`src/rtl/sprite_pkg.sv`:
```
// Shared types and screen constants for the sprite pixel pipeline.
package sprite_pkg;

  typedef enum logic {
    IDLE = 1'b0,
    WALK = 1'b1
  } anim_state_t;

  localparam int H_MAX = 640;
  localparam int V_MAX = 480;

endpackage

```
`src/rtl/edge_detect.sv`:
```
// Rising-edge detector: one-cycle pulse when the input goes 0 -> 1.
module edge_detect (
  input  logic Clk,
  input  logic Reset,
  input  logic in,
  output logic rise
);

  logic prev;

  // NOTE: sequential state is always assigned with <= so every flop samples pre-edge values.
  always_ff @(posedge Clk) begin
    if (Reset) prev <= 1'b0;
    else       prev <= in;
  end

  assign rise = in & ~prev;

endmodule

```
`src/rtl/sprite_fetch.sv`:
```
// Sprite fetch: per-pixel box hit test and sprite-ROM address generation with
// walk animation, frame-latched position and a two-cycle output pipeline.
module sprite_fetch
  import sprite_pkg::*;
#(
  parameter int SPR_W    = 24,
  parameter int SPR_H    = 32,
  parameter int N_FRAMES = 4,
  parameter int ANIM_DIV = 6,
  parameter int ADDR_W   = 12
) (
  input  logic              Clk,
  input  logic              Reset,
  input  logic              frame_clk,
  input  logic [9:0]        DrawX,
  input  logic [9:0]        DrawY,
  input  logic [9:0]        sprite_x,
  input  logic [9:0]        sprite_y,
  input  logic              facing_left,
  input  logic              moving,
  input  logic              visible,
  input  logic [7:0]        rom_data,
  output logic [ADDR_W-1:0] rom_addr,
  output logic              is_sprite,
  output logic [7:0]        sprite_data
);

  localparam int FRAME_W    = (N_FRAMES > 1) ? $clog2(N_FRAMES) : 1;
  localparam int DIV_W      = (ANIM_DIV > 1) ? $clog2(ANIM_DIV) : 1;
  localparam int FRAME_SIZE = SPR_W * SPR_H;

  logic tick;

  edge_detect u_tick (
    .Clk   (Clk),
    .Reset (Reset),
    .in    (frame_clk),
    .rise  (tick)
  );

  // Shadow copies: position/orientation only change at a frame boundary.
  logic [9:0] sprite_x_s, sprite_y_s;
  logic       facing_left_s, visible_s;

  always_ff @(posedge Clk) begin
    if (Reset) begin
      sprite_x_s    <= '0;
      sprite_y_s    <= '0;
      facing_left_s <= 1'b0;
      visible_s     <= 1'b0;
    end else if (tick) begin
      sprite_x_s    <= sprite_x;
      sprite_y_s    <= sprite_y;
      facing_left_s <= facing_left;
      visible_s     <= visible;
    end
  end

  anim_state_t        state_q, state_d;
  logic [FRAME_W-1:0] frame_q, frame_d;
  logic [DIV_W-1:0]   div_q, div_d;

  always_ff @(posedge Clk) begin
    if (Reset) begin
      state_q <= IDLE;
      frame_q <= '0;
      div_q   <= '0;
    end else begin
      state_q <= state_d;
      frame_q <= frame_d;
      div_q   <= div_d;
    end
  end

  // NOTE: every output of this block gets a default first, so no path can infer a latch.
  always_comb begin
    state_d = state_q;
    frame_d = frame_q;
    div_d   = div_q;
    if (tick) begin
      if (!moving) begin
        state_d = IDLE;
        frame_d = '0;
        div_d   = '0;
      end else if (state_q == IDLE) begin
        state_d = WALK;
        frame_d = '0;
        div_d   = '0;
      end else if (div_q == DIV_W'(ANIM_DIV - 1)) begin
        div_d   = '0;
        frame_d = (frame_q == FRAME_W'(N_FRAMES - 1)) ? '0 : frame_q + FRAME_W'(1);
      end else begin
        div_d   = div_q + DIV_W'(1);
      end
    end
  end

  // Stage 0: 11-bit box bounds so a sprite near the right/bottom edge never wraps to 0.
  logic [10:0]       x_end, y_end;
  logic              hit_x, hit_y, hit;
  logic [9:0]        col_raw, col, row;
  logic [ADDR_W-1:0] addr_next;

  always_comb begin
    x_end     = {1'b0, sprite_x_s} + 11'(SPR_W);
    y_end     = {1'b0, sprite_y_s} + 11'(SPR_H);
    hit_x     = (DrawX >= sprite_x_s) && ({1'b0, DrawX} < x_end);
    hit_y     = (DrawY >= sprite_y_s) && ({1'b0, DrawY} < y_end);
    hit       = visible_s && hit_x && hit_y;
    col_raw   = DrawX - sprite_x_s;
    col       = facing_left_s ? 10'(SPR_W - 1) - col_raw : col_raw;
    row       = DrawY - sprite_y_s;
    addr_next = hit ? ADDR_W'(FRAME_SIZE * int'(frame_q) + SPR_W * int'(row) + int'(col))
                    : '0;
  end

  logic hit_d1;

  always_ff @(posedge Clk) begin
    if (Reset) begin
      rom_addr  <= '0;
      hit_d1    <= 1'b0;
      is_sprite <= 1'b0;
    end else begin
      rom_addr  <= addr_next;
      hit_d1    <= hit;
      is_sprite <= hit_d1;
    end
  end

  // rom_data is already the ROM's registered output, aligned with is_sprite; gating it
  // here keeps the end-to-end latency at two cycles and forces 0 outside the box.
  assign sprite_data = is_sprite ? rom_data : 8'h00;

endmodule

```
`config.mk`:
```
export PLATFORM = sky130hd
export DESIGN_NAME = sprite_fetch
export DESIGN_NICKNAME = d
export VERILOG_FILES = /design/src/rtl/sprite_pkg.sv /design/src/rtl/edge_detect.sv /design/src/rtl/sprite_fetch.sv
export SDC_FILE = /design/constraint.sdc
export NUM_CORES = 1
export LEC_CHECK = 0
export ABC_AREA = 1
export CORE_MARGIN = 2
export CORE_UTILIZATION = 40
export DETAILED_ROUTE_END_ITERATION = 12
export PLACE_DENSITY = 0.74
export SLEW_MARGIN = 25
export SYNTH_ARGS = -nofsm -noshare
export SYNTH_HDL_FRONTEND = slang
export SYNTH_SLANG_ARGS = --single-unit
export TNS_END_PERCENT = 5
```
`constraint.sdc`:
```
create_clock -name Clk -period 5.1 [get_ports Clk]
set_input_delay 0.51 -clock Clk [delete_from_list [all_inputs] [get_ports Clk]]
set_output_delay 0.51 -clock Clk [all_outputs]
set_load 0.005 [all_outputs]
```
# Word-level counts from Yosys, hierarchy flattened
# Index checks and enable logic that the tools add are counted.
[op_classes]
n_eq_ne = 3
magnitude_cmp = 4
n_addsub = 9
mux = 10
reduce_logical = 6
multipliers = 2
bitwise = 3
[op_table]
columns = ["op", "count"]
rows = [
  ["$lt 10x11->1", 2],
  ["$ge 10x10->1", 2],
  ["$sub 10x10->10", 2],
  ["$add 12x10->12", 1],
  ["$add 12x12->12", 1],
  ["$add 10x5->11 const B", 1],
  ["$add 10x6->11 const B", 1],
  ["$mul 2x10->9 const A", 1],
  ["$mux 10", 1],
  ["$sub 5x10->10 const A", 1],
  ["$mux 3", 3],
  ["$mux 2", 4],
  ["$mux 8", 1],
  ["$logic_and 1x1->1", 4],
  ["$mul 2x2->4 const A", 1],
  ["$add 3x1->3 const B", 1],
  ["$eq 3x3->1 const B", 1],
  ["$ne 3x2->1 const B", 1],
  ["$add 2x1->2 const B", 1],
  ["$eq 2x2->1 const B", 1],
  ["$not 1->1", 2],
  ["$reduce_and 2->1", 1],
  ["$reduce_or 2->1", 1],
  ["$and 1x1->1", 1],
  ["$mux 1", 1],
]
[totals]
out_inout_bits = 21
in_bits = 54
word_cells = 48
reg_bits = 43

# Longest topological paths before layout
[logic_depth]
word_depth = 7
depth_mapped = 32
depth_no_buf = 32

# Modules after synthesis
# A second synthesis with hierarchy kept.
[unflattened]
hier_cells = 567
area_unflattened_um2 = 3896.2
[modules_own_cells]
columns = ["module", "seq_area_each_um2", "instances", "area_each_um2", "cells_each"]
rows = [
  ["sprite_fetch", 840.8, 1, 3865.0, 563],
  ["edge_detect", 20.0, 1, 31.3, 4],
]

# Worst setup path after synthesis
# No wires, ideal clock.
[synth_path]
path_type = "in2reg"
from = "input port DrawY[0]"
to = "register rom_addr[11]"
n_path_buf = 0
path_stages = 23
setup_time_ns = 0.114
required_ns = 4.986
setup_slack_ns = 1.181
arrival_ns = 3.805
path_cell_list = "inv_1 ha_1 fa_1 xnor2_1 ha_1 a21oi_1 nand2_1 a21oi_1 o21ai_0 xnor2_1 fa_1 inv_1 ha_1 nand2_1 o21ai_0 nand2b_1 inv_1 nand2_1 nand2_1 inv_1 nand2_1 nand2_1 nor2_1"
[synth_between]
elab_chain_len = 5
elab_cells_between_ends = 10
classes_between = "add/sub (3); mul (1); order compare (2); bitwise (1); reduce/logical (3)"
[synth_lines]
columns = ["item", "line", "rtl"]
rows = [
  ["start: declaration", "sprite_fetch.sv:16", "input logic [9:0] DrawY,"],
  ["branches (longest 5 deep; another with $add 12x12->12)", "n/a", ""],
  ["end signal: assignment", "sprite_fetch.sv:125", "rom_addr <= addr_next;"],
  ["end: declaration", "sprite_fetch.sv:23", "output logic [ADDR_W-1:0] rom_addr,"],
]
# Parallel ways; which one is timed is not known.
# A chain may end at the register's enable or synchronous reset.

# Worst setup path in the final report
# Ends and elaborated chain as after synthesis.

==> impl_metrics.toml <==
[worst_setup_path]
cpPeakStageDelay_ps = 480
critPathLaunchType = "input port"
worstSetupPathType = "input port to flop"
cp_max_fo = 4
path_common_cell = "nand2_1"
slowest_stage = "fa_1"
required_ps = 5280
cp.arrival_ps = 4640
crit_chain = "clkdlybuf4s50_1 -> inv_1 -> ha_1 -> fa_1 -> xnor2_1 -> ha_1 -> a21oi_1 -> nand2_1 -> a21oi_1 -> o21ai_0 -> xnor2_1 -> fa_1 -> inv_1 -> ha_1 -> nand2_1 -> o21ai_0 -> nand2b_1 -> inv_1 -> nand2_1 -> nand2_1 -> inv_1 -> nand2_1 -> nand2_1 -> nor2_1"
end_kind = "flop"

[synth]
synth_area_um2 = 3880
synthCells = 565
synth_compound_area_share_pct = 14.5
synth_top_area_share_pct = 22.2
yosysWarnings = 0
syn-num-nets = 683
synthXorXnorAreaFrac_pct = 6.99
synth_adder_area_share_pct = 21.8
synth_cell_type_count = 36
ys_top_cells_by_area = "dfxtp_1 (22%), ha_1 (19%), nand2_1 (11%)"
synthMuxAreaShare_pct = 0
synthSimpleGateAreaFrac_pct = 24.1
yosysSeqAreaShare_pct = 22.2
ys_seq_elements = 43
synth.avg_cell_area_um2 = 6.87
synth_top_family_by_area = "simple AND/OR/NAND/NOR gates"
synth_area_leader_cell = "dfxtp_1"

[status]
status = "finished, final reports clean"

[sta]
final.setup.worst_slack_ps = 641
grt_setup_unrepaired = "false"
post-route-min-period_ps = 4460
worstMarginPinSlew_ps = 677
hold_viol = 0
finalMaxSlewViolations = 0
tns_ps = 0
period_share_pct = 87.4
max_slew_margin_pct = 54.8
max_clock_freq_mhz = 224
clock-skew-final_ps = 9.26
fin_hold_ws_ps = 404
setup_violations = 0

[die]
die_h_um = 103
die-area_um2 = 10500
initial_core_util_pct = 41.6
fp.dieW_um = 103
io_pins = 75
core-area_um2 = 9330
rows = 35

[cts]
h-tree-depth = 2
cts_root_buf = "clkbuf_8"
clk_latency_ps = 290
cts_buffers = 5
ctsResizeCount = 0
clockBufferDepth = 2
cts.clk_slew.worst_paths_ps = 90
tritoncts = "yes"
post_cts_buffers = 0
cts.sinks = 43
ctsHoldBuffers = 0

[place]
dpl.hpwl_um = 7370
place_congestion = 0.914
dpl-instance-area_um2 = 4750
io_buffer_count = 74
pre_cts_ws_ps = 355

[hold_path]
min-delay-path-class = "flop to flop"

[routing]
via_per_inst = 4.80
via_count = 3683
postRouteWirelength_um = 8590
firstDrtPassIters = 5
drcViolationCount = 0
post_drt_wl_per_cell_um = 11.2
drtAntennaViolNets = 0
first_iter_violations = 145

[layout]
fin_area_um2 = 4830
drive_gt1_share_pct = 4.23
mostFrequentLayoutCells = "nand2_1 (114), inv_1 (95), clkdlybuf4s50_1 (74)"
syn_to_final_growth_pct = 24.4
num_antenna_cells = 0
final_core_util_pct = 51.8
final_nets = 755
final_common_cell = "nand2_1"

[power_and_ir_drop]
p_per_area_nw_per_um2 = 340
power_frac_clock_pct = 13.1
internal_power_uw = 902
ir_drop_mv = 0.221
pwr-share-comb_pct = 64.7
power.leakage_uw = 0.00234
p_sw_uw = 739
power.share.sequential_pct = 22.2
netSwitchingFraction_pct = 45.0

[grt]
grt_use_total_pct = 17.0
grt_pass1_vias = 3489
grt_overflow = 0
grt_pass1_wl_um = 14500
antenna_found_initial = 0
grt_max_degree = 42

[run]
maxCapViolCount = 0
## cell usage after synthesis (all sizes together)
| master | instances |
|---|---|
| nand2 | 116 |
| inv | 96 |
| ha | 58 |
| nor2 | 56 |
| a21oi | 51 |
| dfxtp | 43 |
| o21ai | 40 |
| nand3 | 30 |
| xor2 | 18 |
| xnor2 | 13 |
| clkbuf | 8 |
| fa | 6 |
| nand4 | 5 |
| nor3 | 5 |
| o211ai | 3 |
| a21boi | 2 |
| a21o | 2 |
| buf | 2 |
| nand3b | 2 |
| o21bai | 2 |
| a211oi | 1 |
| a32o | 1 |
| and2 | 1 |
| nand2b | 1 |
| nor4 | 1 |
| o21a | 1 |
| or2 | 1 |
## registers in the layout (all words and copies together) (netlist names)
| register | flops |
|---|---|
| facing_left_s | 1 |
| rom_addr | 12 |
| sprite_y_s | 10 |
| state_q | 1 |
| sprite_x_s | 10 |
| hit_d1 | 1 |
| visible_s | 1 |
| is_sprite | 1 |
| u_tick.prev | 1 |
| div_q | 3 |
| frame_q | 2 |
## worst paths after layout
kind,startpoint,cells past startpoint,slack (ps),to
worst max-delay path,DrawY[0],24,640,rom_addr[11]
worst min-delay path,hit_d1,2,400,is_sprite
worst max register to register,sprite_y_s[0],22,1060,rom_addr[11]
worst min register to register,hit_d1,2,400,is_sprite
## per-layer routing
layer  share of wire (%)  GRT usage [%]  vias up
li1                    -              -     1958
met1                  47           21.6     1603
met2                  45           29.5      106
met3                 5.7           2.85       16
met4                 1.9           5.44        0
met5                   0              0        -
## worst max-delay path: cells and delay by family
family,cells,cell delay [ps]
AOI/OAI and AO/OA,4,600
xor gates and xnor gates,2,510
and+or+nand+nor,8,590
buffers and inverters,5,640
adders and majority gates,5,1780
## layout make-up
type                            count  area [um2]
Fill cell                         934        4500
Timing Repair Buffer               75         748
Sequential cell                    43         861
Inverter                           96         360
Clock inverter                      1        5.00
Tap cell                          129         161
Multi-Input combinational cell    416        2620
Clock buffer                        7        76.3
## cells by family (layout without fill, tap and decap cells)
| family | count (synthesis) | count (layout) |
|---|---|---|
| compound gates | 103 | 103 |
| xor+xnor | 31 | 31 |
| fa+ha+maj | 64 | 64 |
| buf+inv | 106 | 179 |
| flops | 43 | 43 |
| simple gates | 218 | 218 |
## power by group through the flow
| stage | Combinational, uW | Sequential, uW | Clock (uW) |
|---|---|---|---|
| 2_1_floorplan | 850 | 369 | 0 |
| 3_3_place_gp | 1020 | 371 | 0 |
| 3_5_place_dp | 1050 | 372 | 0 |
| 4_1_cts | 1060 | 364 | 221 |
| 5_1_grt | 1240 | 366 | 235 |
| 6_report | 1060 | 364 | 216 |
## through the flow
step,total power (uW),std cells
floorplan,1220,565
global placement,1400,759
detailed placement,1420,759
CTS,1650,767
global route,1840,767
finish,1640,767
(Power assumes the default switching activity.)
